===== src/rtl/bloom_stats_pkg.sv =====
// Shared types and helpers for bloom_match_stats and its match-log FIFO.
package bloom_stats_pkg;
  localparam int LOG_CH_MAX_W  = 16;
  localparam int LOG_IDX_MAX_W = 64;

  function automatic int ch_w(input int n);
    return (n > 2) ? $clog2(n) : 1;
  endfunction

  // Log entries are stored at maximum width; the top trims to CH_W/CNT_W.
  typedef struct packed {
    logic [LOG_CH_MAX_W-1:0]  ch;
    logic [LOG_IDX_MAX_W-1:0] idx;
  } log_entry_t;

  function automatic logic [63:0] sat_inc(input logic [63:0] val,
                                          input logic [63:0] max_val,
                                          input logic        inc);
    return (inc && (val != max_val)) ? val + 64'd1 : val;
  endfunction
endpackage


===== src/rtl/bloom_stats_fifo.sv =====
// Show-ahead FIFO: rd_data_o presents the head whenever empty_o is low.
// A write while full is accepted when a read pops in the same cycle.
module bloom_stats_fifo #(
  parameter int WIDTH = 8,
  parameter int DEPTH = 16
) (
  input  logic             clk_i,
  input  logic             rst_i,
  input  logic             wr_i,
  input  logic [WIDTH-1:0] wr_data_i,
  input  logic             rd_i,
  output logic [WIDTH-1:0] rd_data_o,
  output logic             full_o,
  output logic             empty_o
);
  localparam int AW = $clog2(DEPTH);

  logic [WIDTH-1:0] mem_q [DEPTH];
  logic [AW:0]      wr_ptr_q, rd_ptr_q;
  logic             do_rd, do_wr;

  assign empty_o   = (wr_ptr_q == rd_ptr_q);
  assign full_o    = (wr_ptr_q[AW] != rd_ptr_q[AW]) &&
                     (wr_ptr_q[AW-1:0] == rd_ptr_q[AW-1:0]);
  assign do_rd     = rd_i && !empty_o;
  assign do_wr     = wr_i && (!full_o || do_rd);
  assign rd_data_o = mem_q[rd_ptr_q[AW-1:0]];

  always_ff @(posedge clk_i) begin
    if (do_wr) mem_q[wr_ptr_q[AW-1:0]] <= wr_data_i;
  end

  always_ff @(posedge clk_i) begin
    if (!rst_i) begin
      wr_ptr_q <= '0;
      rd_ptr_q <= '0;
    end else begin
      if (do_wr) wr_ptr_q <= wr_ptr_q + (AW+1)'(1);
      if (do_rd) rd_ptr_q <= rd_ptr_q + (AW+1)'(1);
    end
  end
endmodule


===== src/rtl/bloom_match_stats.sv =====
// Per-channel result/match counters with atomic snapshot/clear and registered readout.
// Define BLOOM_MATCH_LOG_EN to add the match-log FIFO and its ports.
module bloom_match_stats
  import bloom_stats_pkg::*;
#(
  parameter int CH_CNT    = 4,
  parameter int CNT_W     = 32,
  parameter int LOG_DEPTH = 16,
  localparam int CH_W     = ch_w(CH_CNT)
) (
  input  logic              clk_i,
  input  logic              rst_i,
  input  logic [CH_CNT-1:0] match_i,
  input  logic [CH_CNT-1:0] match_val_i,
  input  logic              clear_i,
  input  logic              snapshot_i,
  input  logic              rd_req_i,
  input  logic [CH_W-1:0]   rd_ch_i,
  output logic              rd_val_o,
  output logic [CNT_W-1:0]  rd_total_o,
  output logic [CNT_W-1:0]  rd_match_o,
`ifdef BLOOM_MATCH_LOG_EN
  output logic [CH_W-1:0]   log_ch_o,
  output logic [CNT_W-1:0]  log_idx_o,
  output logic              log_val_o,
  input  logic              log_rd_i,
  output logic [CNT_W-1:0]  log_drop_o,
`endif
  output logic              rd_sat_o
);
  localparam logic [CNT_W-1:0] CNT_MAX = '1;

  logic [CNT_W-1:0]  total_q [CH_CNT], total_d [CH_CNT];
  logic [CNT_W-1:0]  match_q [CH_CNT], match_d [CH_CNT];
  logic [CH_CNT-1:0] sat_q, sat_d;
  logic [CNT_W-1:0]  sh_total_q [CH_CNT], sh_match_q [CH_CNT];
  logic [CH_CNT-1:0] sh_sat_q;
  logic              rd_val_q, rd_sat_q, rd_sat_d;
  logic [CNT_W-1:0]  rd_total_q, rd_match_q, rd_total_d, rd_match_d;

  // Clear reloads with this cycle's increment so a coincident result is kept.
  always_comb begin
    for (int c = 0; c < CH_CNT; c++) begin
      total_d[c] = CNT_W'(sat_inc(64'(total_q[c]), 64'(CNT_MAX), match_val_i[c]));
      match_d[c] = CNT_W'(sat_inc(64'(match_q[c]), 64'(CNT_MAX),
                                  match_val_i[c] & match_i[c]));
      sat_d[c]   = sat_q[c] | (total_d[c] == CNT_MAX) | (match_d[c] == CNT_MAX);
      if (clear_i) begin
        total_d[c] = CNT_W'(match_val_i[c]);
        match_d[c] = CNT_W'(match_val_i[c] & match_i[c]);
        sat_d[c]   = 1'b0;
      end
    end
  end

  always_comb begin
    rd_total_d = '0;
    rd_match_d = '0;
    rd_sat_d   = 1'b0;
    for (int c = 0; c < CH_CNT; c++) begin
      if (rd_ch_i == CH_W'(c)) begin
        rd_total_d = sh_total_q[c];
        rd_match_d = sh_match_q[c];
        rd_sat_d   = sh_sat_q[c];
      end
    end
  end

  always_ff @(posedge clk_i) begin
    if (!rst_i) begin
      for (int c = 0; c < CH_CNT; c++) begin
        total_q[c]    <= '0;
        match_q[c]    <= '0;
        sh_total_q[c] <= '0;
        sh_match_q[c] <= '0;
      end
      sat_q      <= '0;
      sh_sat_q   <= '0;
      rd_val_q   <= 1'b0;
      rd_total_q <= '0;
      rd_match_q <= '0;
      rd_sat_q   <= 1'b0;
    end else begin
      for (int c = 0; c < CH_CNT; c++) begin
        total_q[c] <= total_d[c];
        match_q[c] <= match_d[c];
        if (snapshot_i) begin
          sh_total_q[c] <= total_q[c];
          sh_match_q[c] <= match_q[c];
        end
      end
      sat_q <= sat_d;
      if (snapshot_i) sh_sat_q <= sat_q;
      rd_val_q <= rd_req_i;
      if (rd_req_i) begin
        rd_total_q <= rd_total_d;
        rd_match_q <= rd_match_d;
        rd_sat_q   <= rd_sat_d;
      end
    end
  end

  assign rd_val_o   = rd_val_q;
  assign rd_total_o = rd_total_q;
  assign rd_match_o = rd_match_q;
  assign rd_sat_o   = rd_sat_q;

`ifdef BLOOM_MATCH_LOG_EN
  logic [CH_CNT-1:0] hit;
  logic              found, fifo_full, fifo_empty, unused_head;
  log_entry_t        wr_entry, head;
  logic [CNT_W:0]    drop_add, drop_sum;
  logic [CNT_W-1:0]  drop_q, drop_d;

  // Lowest matching channel is logged; every other match counts as a drop.
  always_comb begin
    hit      = match_val_i & match_i;
    found    = 1'b0;
    wr_entry = '0;
    drop_add = '0;
    for (int c = 0; c < CH_CNT; c++) begin
      if (hit[c]) begin
        if (!found) begin
          found        = 1'b1;
          wr_entry.ch  = LOG_CH_MAX_W'(c);
          wr_entry.idx = LOG_IDX_MAX_W'(total_d[c]);
        end else begin
          drop_add = drop_add + (CNT_W+1)'(1);
        end
      end
    end
    if (found && fifo_full && !log_rd_i) drop_add = drop_add + (CNT_W+1)'(1);
    drop_sum = clear_i ? drop_add : ({1'b0, drop_q} + drop_add);
    drop_d   = drop_sum[CNT_W] ? CNT_MAX : drop_sum[CNT_W-1:0];
  end

  always_ff @(posedge clk_i) begin
    if (!rst_i) drop_q <= '0;
    else        drop_q <= drop_d;
  end

  bloom_stats_fifo #(
    .WIDTH ($bits(log_entry_t)),
    .DEPTH (LOG_DEPTH)
  ) u_log_fifo (
    .clk_i     (clk_i),
    .rst_i     (rst_i),
    .wr_i      (found),
    .wr_data_i (wr_entry),
    .rd_i      (log_rd_i),
    .rd_data_o (head),
    .full_o    (fifo_full),
    .empty_o   (fifo_empty)
  );

  assign unused_head = ^head;
  assign log_ch_o    = head.ch[CH_W-1:0];
  assign log_idx_o   = head.idx[CNT_W-1:0];
  assign log_val_o   = !fifo_empty;
  assign log_drop_o  = drop_q;
`else
  localparam int UNUSED_LOG_DEPTH = LOG_DEPTH;
`endif
endmodule


===== config.mk =====
export PLATFORM = sky130hd
export DESIGN_NAME = bloom_match_stats
export DESIGN_NICKNAME = d
export VERILOG_FILES = /design/src/rtl/bloom_stats_pkg.sv /design/src/rtl/bloom_stats_fifo.sv /design/src/rtl/bloom_match_stats.sv
export SDC_FILE = /design/constraint.sdc
export NUM_CORES = 1
export LEC_CHECK = 0
export ABC_AREA = 1
export CORE_UTILIZATION = 30
export CTS_CLUSTER_DIAMETER = 80
export DETAILED_ROUTE_END_ITERATION = 16
export GPL_TIMING_DRIVEN = 0
export PLACE_DENSITY = 0.55
export SYNTH_ARGS = -nofsm -noshare
export SYNTH_HDL_FRONTEND = slang
export SYNTH_HIERARCHICAL = 1
export SYNTH_SLANG_ARGS = --single-unit

===== constraint.sdc =====
create_clock -name clk_i -period 18.2 [get_ports clk_i]
set_clock_uncertainty 0.05 [all_clocks]
set_input_delay 5.46 -clock clk_i [delete_from_list [all_inputs] [get_ports clk_i]]
set_output_delay 5.46 -clock clk_i [all_outputs]
set_load 0.03 [all_outputs]

=== Yosys cells after proc, flatten, opt, wreduce, memory -nomap -nowiden ===
Memories as Yosys holds them, arrays and structs flattened.
Cells that the tools add are included.

* Equality and inequality tests: 19
* Reductions and logical operators: 10
* Add/sub/neg operators: 8
* Bitwise logic cells: 33
* Muxes and demuxes: 49

{| class="wikitable"
|+ Operator list
! cell !! number
|-
| $mux 32 || 40
|-
| $add 32x1->32 const B || 8
|-
| $eq 32x32->1 const B || 8
|-
| $ne 32x32->1 const B || 8
|-
| $or 1x1->1 || 24
|-
| $mux 1 || 9
|-
| $and 1x1->1 || 8
|-
| $logic_and 1x1->1 || 8
|-
| $eq 2x2->1 const B || 2
|-
| $eq 2x1->1 const B || 1
|-
| $logic_not 2->1 || 1
|-
| $reduce_or 2->1 || 1
|-
| $not 1->1 || 1
|}

* Bits in registers: 74
* Memories kept: 4
* RAM bits: 512
* Output and inout bits: 66

{| class="wikitable"
|+ Memories
! name !! words !! bits a word !! read ports !! clocked after Yosys merged registers in !! write ports !! RTL line !! text
|-
| match_q || 4 || 32 || 4 || 0 || 4 || bloom_match_stats.sv:34 || <nowiki>logic [CNT_W-1:0] match_q [CH_CNT], match_d [CH_CNT];</nowiki>
|-
| sh_match_q || 4 || 32 || 4 || 0 || 4 || bloom_match_stats.sv:36 || <nowiki>logic [CNT_W-1:0] sh_total_q [CH_CNT], sh_match_q [CH_CNT];</nowiki>
|-
| sh_total_q || 4 || 32 || 4 || 0 || 4 || bloom_match_stats.sv:36 ||
|-
| total_q || 4 || 32 || 4 || 0 || 4 || bloom_match_stats.sv:33 || <nowiki>logic [CNT_W-1:0] total_q [CH_CNT], total_d [CH_CNT];</nowiki>
|}

=== Depth between registers and ports, before layout ===
Gate-level depths: netlist of run 1.

* Depth in word-level cells: 6
* Mapped depth: 20
* Gate-level depth less buffers: 19

=== Least setup slack after synthesis of run 1 ===
Ideal clock, no wire load.

* Kind: input-to-reg
* Start: in rst_i
* End: mem sh_match_q[0][0] (enable)
* Setup slack: 4.720 ns
* Setup time: 0.717 ns
* Data required time: 17.433 ns
* Path buffers: 1
* Cell stages on the path: 3
* Data arrival time: 12.714 ns
* Cell sequence: clkinv_1 or2_2 clkbuf_1

{| class="wikitable"
|+ RTL lines
! element !! RTL line !! text
|-
| start: declaration || bloom_match_stats.sv:12 || <nowiki>input logic rst_i,</nowiki>
|-
| end: declaration || bloom_match_stats.sv:36 ||
|}

==> results_dict.tcl, run 1 <==
set metrics [dict create \
    ctsResizeCount 0 \
    syn2layout_area_growth_pct 16.4 \
    cts_tree "done" \
    viasPerCell 4.89 \
    die_area_mm2 0.103 \
    hold_depth 2 \
    critPathKind "in -> reg" \
    grt_setup_unrepaired "false" \
    die_w_um 321 \
    final_common_cell "nand2_1" \
    htreeDepth 3 \
    dpl_cell_area_mm2 0.0330 \
    cp_num_buf_inv 5 \
    drv_cap 0 \
    min_from "sh_sat_q[2]$_SDFFE_PN0P_" \
    cp_top_family "buffers and inverters" \
    num_vias 28873 \
    synth_edf_count 256 \
    initial_core_util_pct 30.3 \
    worst_pin_slew_ns 1.18 \
    grt_max_degree 67 \
    drt_iter0_markers 2945 \
    clk_latency_ns 0.63 \
    pre_cts_slack_ns 8.66 \
    antenna_found_initial 5 \
    routed-wl-met2_um 47800 \
    final_util_pct 35.3 \
    most-common-layout-cells "nand2_1, nor2_1, inv_1, dfxtp_1, nand3_1" \
    regToRegEndpoint "sat_q[0]$_SDFF_PP0_" \
    crit_path_end_kind "flip-flop" \
    period_needed_ns 8.94 \
    wl_per_cell_um 19.1 \
    routabilityCongestion 0.957 \
    drive_above_1_share_pct 4.16 \
    nets 4513 \
    track_usage_pct 21.5 \
    postSynth.asyncResetShare_pct 0 \
    setup_slack_ns 9.26 \
    netlist_area_mm2 0.0305 \
    critPathSlowestCell "clkdlybuf4s50_1" \
    max_freq_ghz 0.112 \
    path_cells "clkdlybuf4s50_1 -> clkinv_1 -> nor2_1 -> clkinv_1 -> clkbuf_1 -> clkbuf_1 -> nor2_1" \
    die_h_um 321 \
    outcome "finished clean" \
    leakagePower_nw 13.0 \
    path_max_fanout 11 \
    setup_violations 0 \
    synth-seq-area-share_pct 46.9 \
    clock-root-buffer "clkbuf_16" \
    drt_pre_antenna_iters 6 \
    finalHoldViolations 0 \
    coreArea_mm2 0.100 \
    min_to "sh_sat_q[2]$_SDFFE_PN0P_" \
    irDropWorstVdd_uv 62.8 \
    slew_violations 0 \
    synth.distinct_cells 39 \
    synthFlopType "dfxtp_1" \
    synth_fp_nets 4360 \
    fin_area_mm2 0.0355 \
    grt_pass1_wl_um 166000 \
    ios 81 \
    fin_setup_tns_ns 0 \
    rows 116 \
    clk_pin_slew_worst_paths_ns 0.06 \
    p_per_area_mw_per_mm2 88.6 \
    finalCritPeriodShare_pct 49.1 \
    wirelength_um 113000 \
    numCtsBuffers 72 \
    cp.required_ns 18.71 \
    ff2ff_path_depth 18 \
    postCtsSetupRepairBufs 0 \
    holdBufCountCts 0 \
    highest_layer "met5" \
    clock-sinks 586 \
    synthCells 4337 \
    reg2reg_slack_ns 15.28 \
    p_total_w 0.00314 \
    ant_nets 0 \
    ys_warn_count 6 \
    met3_length_um 8700 \
    worstSetupStartpointType "input port" \
    rr_startpoint "total_q[0][1]$_SDFF_PP0_" \
    m1WireLength_um 52700 \
    arrival_ns 9.44 \
    ys_ff_latch 586 \
    io_buffers 75 \
    dp_hpwl_um 88000 \
    max-clock-path-buffers 3 \
    syn_avg_cell_area_um2 7.03 \
    cpPeakStageDelay_ns 0.79 \
    max-slew-margin-rel_pct 21.2 \
    grt_pass1_vias 26230 \
    drcViolationCount 0 \
    grt_overflow 0 \
    min_path_type "reg -> reg" \
]
## cell families after synthesis
logic type | synth area share (%)
simple gates | 34.7
buf+inv | 8.62
flops | 46.9
compound gates | 7.50
xor+xnor | 1.98
fa+ha+maj | 0.328
## synthesized netlist by cell type (2+ instances only)
| cell type | count | area, um^2 |
|---|---|---|
| a21oi_1 | 143 | 716 |
| a221oi_1 | 65 | 569 |
| a31oi_1 | 44 | 275 |
| and2_0 | 3 | 18.8 |
| and2_1 | 7 | 43.8 |
| buf_1 | 9 | 33.8 |
| buf_2 | 17 | 85.1 |
| buf_4 | 3 | 22.5 |
| buf_6 | 6 | 67.6 |
| clkbuf_1 | 115 | 432 |
| clkinv_1 | 2 | 7.51 |
| dfxtp_1 | 330 | 6610 |
| edfxtp_1 | 256 | 7690 |
| ha_1 | 8 | 100 |
| inv_1 | 521 | 1960 |
| inv_2 | 6 | 22.5 |
| nand2_1 | 1262 | 4740 |
| nand2_2 | 13 | 81.3 |
| nand2_4 | 2 | 22.5 |
| nand3_1 | 261 | 1310 |
| nand3_4 | 2 | 35.0 |
| nand3b_1 | 10 | 75.1 |
| nand4_1 | 75 | 469 |
| nor2_1 | 914 | 3430 |
| nor2_2 | 9 | 56.3 |
| nor2_4 | 8 | 90.1 |
| nor3_1 | 28 | 140 |
| nor3b_1 | 4 | 30.0 |
| o21a_1 | 3 | 22.5 |
| o21ai_0 | 121 | 606 |
| o21ai_1 | 11 | 55.1 |
| o22ai_1 | 4 | 25.0 |
| or2_2 | 2 | 12.5 |
| xnor2_1 | 2 | 17.5 |
| xor2_1 | 67 | 587 |
## area by class of cell
class                      count  area, um^2
fill                       10922       65000
sequential                   586       14300
multi-input combinational   3072       13600
clock buffer                 100        2060
inverter                     529        1990
tap                         1357        1700
timing repair buffer          79         861
buffer                       150         644
clock inverter                31         360
antenna                        2        5.00
## state kept, by name (all words and copies together) (netlist names), 4 cells and up
name and count:
sh_sat_q 4, rd_match_o 32, sat_q 4, sh_total_q 128, rd_total_o 32, match_q 128, total_q 128, sh_match_q 128
## worst max path at each step
stage | startpoint | slack (ns) | end | cells past startpoint
finish | rst_i | 9.26 | match_q[0][29]$_SDFF_PP0_ | 7
CTS | rst_i | 9.29 | total_q[3][26]$_SDFF_PP0_ | 7
detailed placement | rst_i | 8.66 | match_q[0][31]$_SDFF_PP0_ | 7
global route | rst_i | 9.28 | match_q[0][29]$_SDFF_PP0_ | 7
floorplan | rst_i | 4.72 | sh_match_q[0][0]$_SDFFCE_PN0P_ | 3
global placement | rst_i | 0.17 | sh_total_q[1][21]$_SDFFCE_PN0P_ | 4
## where the power goes
group          internal, W  leakage [nW]  switching (W)  total, W
combinational    0.0000570          6.29       0.000154  0.000211
sequential         0.00141          5.55      0.0000309   0.00144
clock             0.000873          1.18       0.000616   0.00149
total              0.00234          13.0       0.000802   0.00314
## layer usage
layer | GRT usage (%) | vias up
met5 | 0 | -
met4 | 7.09 | 4
met3 | 3.06 | 149
met2 | 32.2 | 1056
met1 | 31.4 | 13519
li1 | - | 14145
## through the flow
step           hold slack [ns]  instances
2_1_floorplan            0.393       4337
3_3_place_gp             0.408       5769
3_5_place_dp             0.407       5773
4_1_cts                  0.418       5904
5_1_grt                  0.455       5904
6_report                 0.417       5906
## worst register-to-register path, cell delays in order, from the launching register on
cell and delay, ns:
dfxtp_1 0.38, ha_1 0.26, inv_1 0.07, nor2_2 0.25, nand2_1 0.14, nor2_1 0.11
nand2_1 0.18, clkbuf_1 0.35, nand3_1 0.15, nand2_1 0.07, nand2_1 0.06, nand3_1 0.08
nor2_1 0.13, nand2_1 0.12, nor2_1 0.10, nand2_1 0.14, nand3_1 0.12, nand2_1 0.05
inv_1 0.07
Power figures use the tool's default switching activity.
==> run 2, diff against run 1 <==
Clock period 18.2 ns to 8.51 ns, I/O delays scaled along.
==> run 2 against run 1 <==
Worst hold slack improved by 0.021 ns. Register-to-register slack got worse by 9.9 ns. Combinational power up 110%. Routed wire length up 1.3%. Worst setup slack lost 6.7 ns. Non-clock buffer count down 2. Critical endpoint is now match_q[0][31]$_SDFF_PP0_. Sequential power is 110% higher. Core utilization down 0.10 points. Flip-flop and latch count did not move. Total power increased by 110%. Final area is 0.29% lower. Sequential share of layout area grew 0.12 points.
==> results_dict.tcl, run 2 (synthesis results as in run 1) <==
set metrics [dict create \
    outcome "finished clean" \
    grt_pass1_wl_um 167000 \
    rows 116 \
    numCtsBuffers 71 \
    clock-sinks 586 \
    worstSetupStartpointType "input port" \
    regToRegEndpoint "sat_q[0]$_SDFF_PP0_" \
    drt_iter0_markers 2969 \
    critPathKind "in -> reg" \
    holdBufCountCts 0 \
    cts_tree "done" \
    most-common-layout-cells "nand2_1, nor2_1, inv_1, dfxtp_1, nand3_1" \
    p_sw_share_pct 25.8 \
    die_h_um 321 \
    worst_pin_slew_ns 1.27 \
    ios 81 \
    final_util_pct 35.2 \
    track_usage_pct 21.8 \
    setup_violations 0 \
    die_w_um 321 \
    finalHoldViolations 0 \
    grt_setup_unrepaired "false" \
    viasPerCell 4.86 \
    clk_pin_slew_worst_paths_ns 0.06 \
    irDropWorstVdd_uv 136 \
    wl_per_cell_um 19.3 \
    rr_startpoint "total_q[0][1]$_SDFF_PP0_" \
    io_buffers 75 \
    grt_max_degree 90 \
    max_freq_ghz 0.168 \
    comb_power_share_pct 6.7 \
    leakagePower_nw 13.0 \
    postCtsSetupRepairBufs 0 \
    slew_violations 0 \
    intPower_w 0.00496 \
    min_from "sh_sat_q[2]$_SDFFE_PN0P_" \
    arrival_ns 6.46 \
    clock-root-buffer "clkbuf_16" \
    grt_overflow 0 \
    hold_depth 2 \
    p_total_w 0.00668 \
    ff2ff_path_depth 18 \
    syn2layout_area_growth_pct 16.0 \
    max-clock-path-buffers 3 \
    coreArea_mm2 0.100 \
    path_max_fanout 10 \
    die_area_mm2 0.103 \
    crit_path_end_kind "flip-flop" \
    antenna_found_initial 5 \
    final_common_cell "nand2_1" \
    drv_cap 0 \
    reg2reg_slack_ns 5.38 \
    drcViolationCount 0 \
    routabilityCongestion 0.972 \
    num_vias 28690 \
    ctsResizeCount 0 \
    dp_hpwl_um 88700 \
    drt_pre_antenna_iters 6 \
    min_to "sh_sat_q[2]$_SDFFE_PN0P_" \
    nets 4510 \
    min_path_type "reg -> reg" \
    htreeDepth 3 \
    period_needed_ns 5.96 \
    cp.required_ns 9.01 \
    drive_above_1_share_pct 4.05 \
    wirelength_um 114000 \
    switchingPower_w 0.00172 \
    max-slew-margin-rel_pct 15.4 \
    p_per_area_mw_per_mm2 189 \
    finalCritPeriodShare_pct 70.0 \
    nFillCells 10870 \
    ant_nets 0 \
    seq_power_share_pct 46.3 \
    pwr-share-clk_pct 47.0 \
    initial_core_util_pct 30.3 \
    clk_latency_ns 0.64 \
    grt_pass1_vias 26365 \
]
run 2: cell count changes in the layout (fill, tap and decap cells not counted), sizes merged:
cell      before  now
buf           39   37
clkbuf       215  213
clkinvlp       3    6
diode          2    1
inv          533  532
run 2: through the flow:
stage               TNS (ns)  hold WS [ns]  area [um^2]  cells  worst slack, ns
floorplan                  0         0.393        30500   4337             1.92
global placement     -321.23         0.409        32900   5769            -1.27
detailed placement         0         0.412        33000   5771             1.93
CTS                        0         0.424        35400   5902             2.58
global route               0         0.460        35400   5902             2.52
finish                     0         0.438        35400   5903             2.55
run 2: cell type report:
class	count	area (um^2)	area share [%]
diodes	1	2.50	0.00708
clock inverters	33	370	1.05
plain buffers	150	651	1.84
flip-flops and latches	586	14300	40.4
inverters	529	1990	5.62
repair buffers	77	806	2.28
clock buffers	98	2000	5.66
multi-input cells	3072	13600	38.3
well taps	1357	1700	4.80
run 2: critical path, cell delays in order:
cell and delay [ns]:
clkdlybuf4s50_1 0.75, clkinv_1 0.71, nor2_1 0.74, clkinv_1 0.33, clkbuf_1 0.61, clkbuf_1 0.53
nor2_1 0.20
run 2: how the worst max path moves through the flow:
stage / from / endpoint / slack, ns / cells after the start
4_1_cts: rst_i / match_q[0][31]$_SDFF_PP0_ / 2.58 / 7
2_1_floorplan: rst_i / sh_match_q[0][0]$_SDFFCE_PN0P_ / 1.92 / 3
6_report: rst_i / match_q[0][31]$_SDFF_PP0_ / 2.55 / 7
5_1_grt: rst_i / match_q[0][28]$_SDFF_PP0_ / 2.52 / 7
3_3_place_gp: rst_i / sh_match_q[1][9]$_SDFFCE_PN0P_ / -1.27 / 4
3_5_place_dp: rst_i / match_q[0][17]$_SDFF_PP0_ / 1.93 / 7
run 2: routing by layer:
| layer | part of all wire, % | vias to the layer above | track usage [%] |
|---|---|---|---|
| met4 | 2.8 | 4 | 6.71 |
| li1 | - | 14170 | - |
| met3 | 8.6 | 159 | 4.62 |
| met2 | 42 | 976 | 32.5 |
| met1 | 47 | 13381 | 31.1 |
| met5 | 0.022 | - | 0 |
run 2: power groups by stage:
stage | clock, W | sequential (W) | combinational, W
after floorplan | 0 | 0.00316 | 0.000221
after global placement | 0 | 0.00316 | 0.000440
after detailed placement | 0 | 0.00314 | 0.000444
after CTS | 0.00317 | 0.00309 | 0.000446
after global routing | 0.00328 | 0.00309 | 0.000485
final | 0.00314 | 0.00309 | 0.000448
